--- src/rtl/hdb3_decoder.sv ---
// HDB3 line decoder: recovers NRZ data from P/N rail samples, strips V/B substitution
// pulses, and flags code violations with a saturating error counter.
module hdb3_decoder #(
    parameter int ERR_CNT_W = 8
) (
    input  logic                 clk,
    input  logic                 rst_n,
    input  logic                 data_p,
    input  logic                 data_n,
    output logic                 data_out,
    output logic                 out_valid,
    output logic                 code_err,
    output logic [ERR_CNT_W-1:0] err_count
);

    localparam logic [ERR_CNT_W-1:0] ERR_MAX = {ERR_CNT_W{1'b1}};

    // pipe[0] is s0 (newest sample), pipe[3] is s3 (oldest)
    logic [3:0] pipe;
    logic       last_pol;
    logic       pol_seen;
    logic       last_vpol;
    logic       vpol_seen;
    logic [2:0] zero_run;
    logic [1:0] fill_cnt;

    logic mark;
    logic illegal;
    logic pol;
    logic is_v;
    logic err_any;

    // P xor N is a mark and P alone gives its polarity; P=N=1 counts as a space
    // for data and leaves the polarity state untouched.
    always_comb begin
        mark    = data_p ^ data_n;
        illegal = data_p & data_n;
        pol     = data_p;
        is_v    = mark && pol_seen && (pol == last_pol);
        err_any = illegal
                | (is_v && (pipe[0] || pipe[1]))
                | (!mark && (zero_run == 3'd3))
                | (is_v && vpol_seen && (pol == last_vpol));
    end

    // NOTE: every register, including the sample pipeline, gets an explicit reset value
    // so a mid-stream reset leaves no stale marks that could later decode as data.
    always_ff @(posedge clk or negedge rst_n) begin
        if (!rst_n) begin
            pipe      <= '0;
            last_pol  <= 1'b0;
            pol_seen  <= 1'b0;
            last_vpol <= 1'b0;
            vpol_seen <= 1'b0;
            zero_run  <= '0;
            fill_cnt  <= '0;
            data_out  <= 1'b0;
            out_valid <= 1'b0;
            code_err  <= 1'b0;
            err_count <= '0;
        end else begin
            // NOTE: non-blocking assignments make data_out take the pre-edge s3 even on a V,
            // when the whole pipeline is cleared in the same cycle.
            data_out <= pipe[3];
            if (is_v) begin
                // Clear V and the three positions before it, which removes the B pulse.
                pipe <= '0;
            end else begin
                pipe <= {pipe[2:0], mark};
            end

            if (mark) begin
                last_pol <= pol;
                pol_seen <= 1'b1;
                zero_run <= '0;
            end else if (zero_run != 3'd4) begin
                zero_run <= zero_run + 3'd1;
            end

            if (is_v) begin
                last_vpol <= pol;
                vpol_seen <= 1'b1;
            end

            if (!out_valid) begin
                fill_cnt <= fill_cnt + 2'd1;
                if (fill_cnt == 2'd3) begin
                    out_valid <= 1'b1;
                end
            end

            code_err <= err_any;
            if (err_any && (err_count != ERR_MAX)) begin
                err_count <= err_count + 1'b1;
            end
        end
    end

endmodule

--- config.mk ---
export PLATFORM = sky130hd
export DESIGN_NAME = hdb3_decoder
export DESIGN_NICKNAME = d
export VERILOG_FILES = /design/src/rtl/hdb3_decoder.sv
export SDC_FILE = /design/constraint.sdc
export NUM_CORES = 1
export LEC_CHECK = 0
export ABC_AREA = 1
export ABC_CLOCK_PERIOD_IN_PS = 1200
export CAP_MARGIN = 20
export CORE_ASPECT_RATIO = 1.1
export CORE_MARGIN = 10
export CORE_UTILIZATION = 40
export DETAILED_ROUTE_END_ITERATION = 6
export GPL_TIMING_DRIVEN = 0
export HOLD_SLACK_MARGIN = 0.06
export PLACE_DENSITY = 0.75
export SYNTH_ARGS = -nofsm -noshare
export SYNTH_HDL_FRONTEND = slang
export SYNTH_SLANG_ARGS = --single-unit
--- constraint.sdc ---
create_clock -name clk -period 1.2 [get_ports clk]
set_input_delay 0.18 -clock clk [delete_from_list [all_inputs] [get_ports clk]]
set_output_delay 0.18 -clock clk [all_outputs]
set_load 0.05 [all_outputs]
==> results.json, run 1 <==
{
  "dp_hpwl_um": 1490,
  "cap_viol_max_count": 0,
  "placed_area_sq_um": 1400,
  "layout_commonest_cell": "nand2_1",
  "final_cell_mix": "nand2_1 (30), dfrtp_1 (17), inv_1 (14), buf_4 (14), nand3_1 (13)",
  "leakage_nw": 0.773,
  "port_buffers": 14,
  "rsz0062_at_grt": "true",
  "clkTransAtPathRegs_ns": 0.13,
  "worst_slew_pin_slew_ns": 0.459,
  "clk_latency_ns": 0.31,
  "cts_tree": "built",
  "grt_pass1_wl_um": 3660,
  "setup_slack_ns": -0.195,
  "ys_types": 20,
  "drt_iter0_drc": 61,
  "wire_per_inst_um": 11.9,
  "syn_area_sq_um": 1190,
  "grt.total_usage": 0.0785,
  "drc_errors": 0,
  "root_buffer": "clkbuf_4",
  "status": "finished, violations left",
  "rows": 20,
  "io_pins": 15,
  "slew_violations": 0,
  "layout-drive-gt1-share": 0.384,
  "timing_hold_violations_final": 0,
  "path_buf_inv": 0,
  "ys.warnings.count": 0,
  "required_ns": 1.45,
  "grt_overflow": 0,
  "path_class": "flop to flop",
  "path_cells": "ha_2 > ha_4 > a21oi_4 > nand2_8 > nand2_8 > nand2_2 > nand2_1",
  "areaGrowthSynthToFinish_pct": 29.9,
  "cts_buffers": 3,
  "fmax_mhz": 717,
  "ctsHtreeMaxLevel": 1,
  "netlist_instances": 122,
  "critical_path.max_stage_delay_ns": 0.40,
  "critPathLaunchType": "flop",
  "first_pass_iters": 4,
  "cts_num_sinks": 24,
  "period_share": 1.16,
  "grt_max_degree": 25,
  "synth-seq-cells": 24,
  "violations": "setup timing",
  "crit_slowest_cell": "dfrtp_1",
  "via_per_inst": 4.72,
  "fin_skew_ns": 0.00621,
  "grt_pass1_vias": 837,
  "ant_nets": 0,
  "cpMostUsedCell": "nand2_8",
  "slew_headroom": 0.694,
  "start_util": 0.426,
  "syn_area_per_cell_sq_um": 9.78,
  "end_kind": "flop",
  "diodes": 0,
  "synth_nets": 132,
  "cpLargestDelayFamily": "flip-flops",
  "hp-class": "primary input to flop",
  "fin_area_sq_um": 1550,
  "place_congestion": 0.698,
  "powerDensity_nw_per_um2": 1890,
  "yosysSeqAreaShare": 0.503,
  "clockBufferDepth": 2,
  "die_width_um": 72.1,
  "hold_ws_ns": 0.198,
  "antenna_found_initial": 0,
  "fillers": 266,
  "fin_util": 0.553,
  "path_max_fanout": 8,
  "die_area_sq_um": 5570,
  "setup_viol": 9,
  "fin_crit_ns": 1.39,
  "core_sq_um": 2800,
  "fin_nets": 162,
  "peakVddDrop_mv": 1.41,
  "die_h_um": 77.3,
  "vias": 868,
  "cp.arrival_ns": 1.65,
  "wl_um": 2180
}
worst min-delay path, cell delays in order:
cell and delay (ns):
clkbuf_2 0.16, nand2_1 0.07, o21ai_0 0.07
final timing paths:
check / start / endpoint / slack (ns) / depth (start not counted)
min in group asynchronous: rst_n / err_count[6] / 0.43 / 2
max reg2reg: zero_run[1] / err_count[0] / -0.19 / 7
max: zero_run[1] / err_count[0] / -0.19 / 7
max in group asynchronous: rst_n / err_count[7] / 0.30 / 3
min reg2reg: pipe[3] / data_out / 0.37 / 0
min: data_p / last_pol / 0.20 / 3
cell families after synthesis:
| family | count (synthesis) | synth area share |
|---|---|---|
| simple gates | 64 | 0.303 |
| flops | 24 | 0.503 |
| buf+inv | 16 | 0.0503 |
| compound gates | 6 | 0.0346 |
| fa+ha+maj | 6 | 0.0629 |
| xor+xnor | 5 | 0.0367 |
| mux | 1 | 0.00943 |
synth_stat cells:
library cell	count	area (sq um)
a21oi_4	1	16.3
clkinv_1	1	3.75
dfrtp_1	24	601
ha_1	6	75.1
inv_1	15	56.3
mux2_2	1	11.3
nand2_1	30	113
nand2_2	6	37.5
nand2_4	1	11.3
nand2_8	2	40.0
nand3_1	13	65.1
nand3_2	1	10.0
nand3_4	1	17.5
nand3b_1	2	15.0
nor2_1	3	11.3
nor2_4	2	22.5
o21ai_0	5	25.0
or2_2	3	18.8
xnor2_1	2	17.5
xor2_1	3	26.3
layout make-up:
type,instances,area (sq um),share of cell area
well taps,33,41.3,0.0266
inverters,16,60.1,0.0387
flip-flops and latches,24,609,0.393
clock inverters,1,30.0,0.0194
clock buffers,3,22.5,0.0145
multi-input cells,83,594,0.383
repair buffers,24,193,0.124
where the power goes:
group	switching, W	internal, W	leakage [nW]
sequential	0.000180	0.000992	0.291
clock	0.000242	0.000338	0.0279
combinational	0.000741	0.000435	0.454
total	0.00116	0.00176	0.773
routing by layer:
layer	wire length, um	vias to the layer above	share of wire	global-route usage
met5	0	-	0	0
met3	154	2	0.071	0.0270
met1	948	411	0.43	0.0904
li1	-	442	-	-
met2	1070	13	0.49	0.129
met4	9	0	0.0041	0.0291
what timing repair did:
item                                   CTS  global route
hold buffers                             0             1
setup endpoints to repair               34            24
resized for setup                       70            12
cloned                                   1             0
endpoints found under the hold margin    0             9
setup buffers                            3             5
pin swaps                                7             4
registers in the layout (all words and copies together), names as in the netlist:
name	flops
err_count	8
pipe	4
zero_run	3
fill_cnt	2
code_err	1
data_out	1
last_pol	1
last_vpol	1
out_valid	1
pol_seen	1
vpol_seen	1
metrics by stage:
step | TNS [ns] | power [W] | worst slack [ns] | instances
CTS | -1.64 | 0.00293 | -0.192 | 177
floorplan | -1.78 | 0.00198 | -0.233 | 122
detailed placement | -22.33 | 0.00232 | -0.787 | 169
finish | -1.50 | 0.00293 | -0.195 | 184
global route | -2.43 | 0.00314 | -0.294 | 184
global placement | -21.42 | 0.00227 | -0.744 | 169
(Power assumes the default switching activity.)
==> run 2: changes to the inputs <==
- GPL_TIMING_DRIVEN: 0 -> unset
==> results.json, run 2 (synthesis results as in run 1) <==
{
  "status": "finished, violations left",
  "violations": "setup timing",
  "fin_crit_ns": 1.33,
  "period_share": 1.11,
  "slew_violations": 0,
  "ctsHtreeMaxLevel": 1,
  "wl_um": 2390,
  "rows": 20,
  "seqCellArea_sq_um": 608,
  "crit_slowest_cell": "dfrtp_1",
  "final_cell_mix": "nand2_1 (27), dfrtp_1 (18), buf_4 (13)",
  "fin_nets": 170,
  "worst_slew_pin_slew_ns": 0.270,
  "finalPower_w": 0.00358,
  "die_area_sq_um": 5570,
  "path_cells": "ha_2 > ha_4 > a21oi_4 > nand2_8 > nand2_8 > nand2_1 > nand2_1",
  "place_congestion": 0.746,
  "path_class": "flop to flop",
  "fmax_mhz": 749,
  "required_ns": 1.46,
  "via_per_inst": 4.83,
  "drc_errors": 0,
  "placed_area_sq_um": 1620,
  "slew_headroom": 0.820,
  "start_util": 0.426,
  "die_h_um": 77.3,
  "fillers": 228,
  "multiInputGateArea_sq_um": 623,
  "setup_slack_ns": -0.135,
  "fin_area_sq_um": 1810,
  "layout_commonest_cell": "nand2_1",
  "core_sq_um": 2800,
  "grt_pass1_vias": 985,
  "clockBufferDepth": 2,
  "largest_reg_flops": 8,
  "grt_pass1_wl_um": 4170,
  "antenna_found_initial": 0,
  "diodes": 0,
  "die_width_um": 72.1,
  "leakage_nw": 0.866,
  "largest_register": "err_count",
  "clk_latency_ns": 0.31,
  "setup_viol": 12,
  "hp-class": "primary input to async pin",
  "cts_hold_buffers": 0,
  "rsz0062_at_grt": "true",
  "drt_iter0_drc": 38,
  "clkTransAtPathRegs_ns": 0.12,
  "grt_overflow": 0,
  "cts_tree": "built",
  "grt_max_degree": 25,
  "vias": 928,
  "critPathLaunchType": "flop",
  "wire_per_inst_um": 12.4,
  "fin_util": 0.645,
  "port_buffers": 14,
  "areaGrowthSynthToFinish_pct": 51.4,
  "fin_skew_ns": 0.00602,
  "hold_ws_ns": 0.201,
  "peakVddDrop_mv": 1.47,
  "powerDensity_nw_per_um2": 1980,
  "top_regs": "err_count: 8 flops, pipe: 4 flops, zero_run: 3 flops",
  "cp.arrival_ns": 1.59,
  "critical_path.max_stage_delay_ns": 0.41,
  "io_pins": 15,
  "timing_hold_violations_final": 0,
  "layout-drive-gt1-share": 0.459,
  "cpLargestDelayFamily": "flip-flops",
  "end_kind": "flop",
  "first_pass_iters": 4,
  "grt.total_usage": 0.0885,
  "cap_viol_max_count": 0,
  "root_buffer": "clkbuf_4",
  "ant_nets": 0,
  "dp_hpwl_um": 1760,
  "cts_num_sinks": 24,
  "path_max_fanout": 10,
  "path_buf_inv": 0,
  "cts_buffers": 3
}
==> run 2: path summary, 6_finish.rpt <==
check	slack [ns]	cells past startpoint	from	endpoint
hold / removal	0.20	2	rst_n	pol_seen
max in group asynchronous	0.84	2	rst_n	err_count[7]
hold reg to reg	0.37	0	pipe[3]	data_out
setup reg to reg	-0.13	7	zero_run[0]	err_count[3]
min in group clk	0.37	0	pipe[3]	data_out
setup / recovery	-0.13	7	zero_run[0]	err_count[3]
==> run 2: report_power, final <==
group          internal (W)  leakage, nW  switching (W)
Combinational      0.000922        0.545       0.000904
Sequential         0.000992        0.293       0.000192
Clock              0.000338       0.0279       0.000228
==> run 2: per-stage QoR <==
stage | setup slack (ns) | TNS [ns] | cells
detailed placement | -0.590 | -8.95 | 182
CTS | -0.131 | -1.09 | 189
floorplan | -0.233 | -1.78 | 122
global placement | -0.518 | -7.83 | 182
finish | -0.135 | -1.10 | 192
global route | -0.204 | -1.76 | 192
==> run 2: area by class of cell <==
| type | count | share of cell area |
|---|---|---|
| clock buffers | 3 | 0.0125 |
| clock inverters | 1 | 0.0166 |
| inverters | 16 | 0.0332 |
| multi-input cells | 82 | 0.345 |
| flip-flops and latches | 24 | 0.337 |
| well taps | 33 | 0.0229 |
| repair buffers | 33 | 0.233 |
==> run 2: metal layers <==
| layer | GRT usage | routed length [um] | vias to the layer above |
|---|---|---|---|
| li1 | - | - | 457 |
| met1 | 0.0887 | 905 | 452 |
| met2 | 0.167 | 1350 | 15 |
| met3 | 0.0232 | 114 | 4 |
| met4 | 0.0291 | 17 | 0 |
| met5 | 0 | 0 | - |
==> run 2: repair_timing <==
action | in CTS | in global routing
resized for setup | 12 | 15
endpoints found under the setup margin | 22 | 21
setup buffers | 4 | 3
pin swaps | 3 | 2
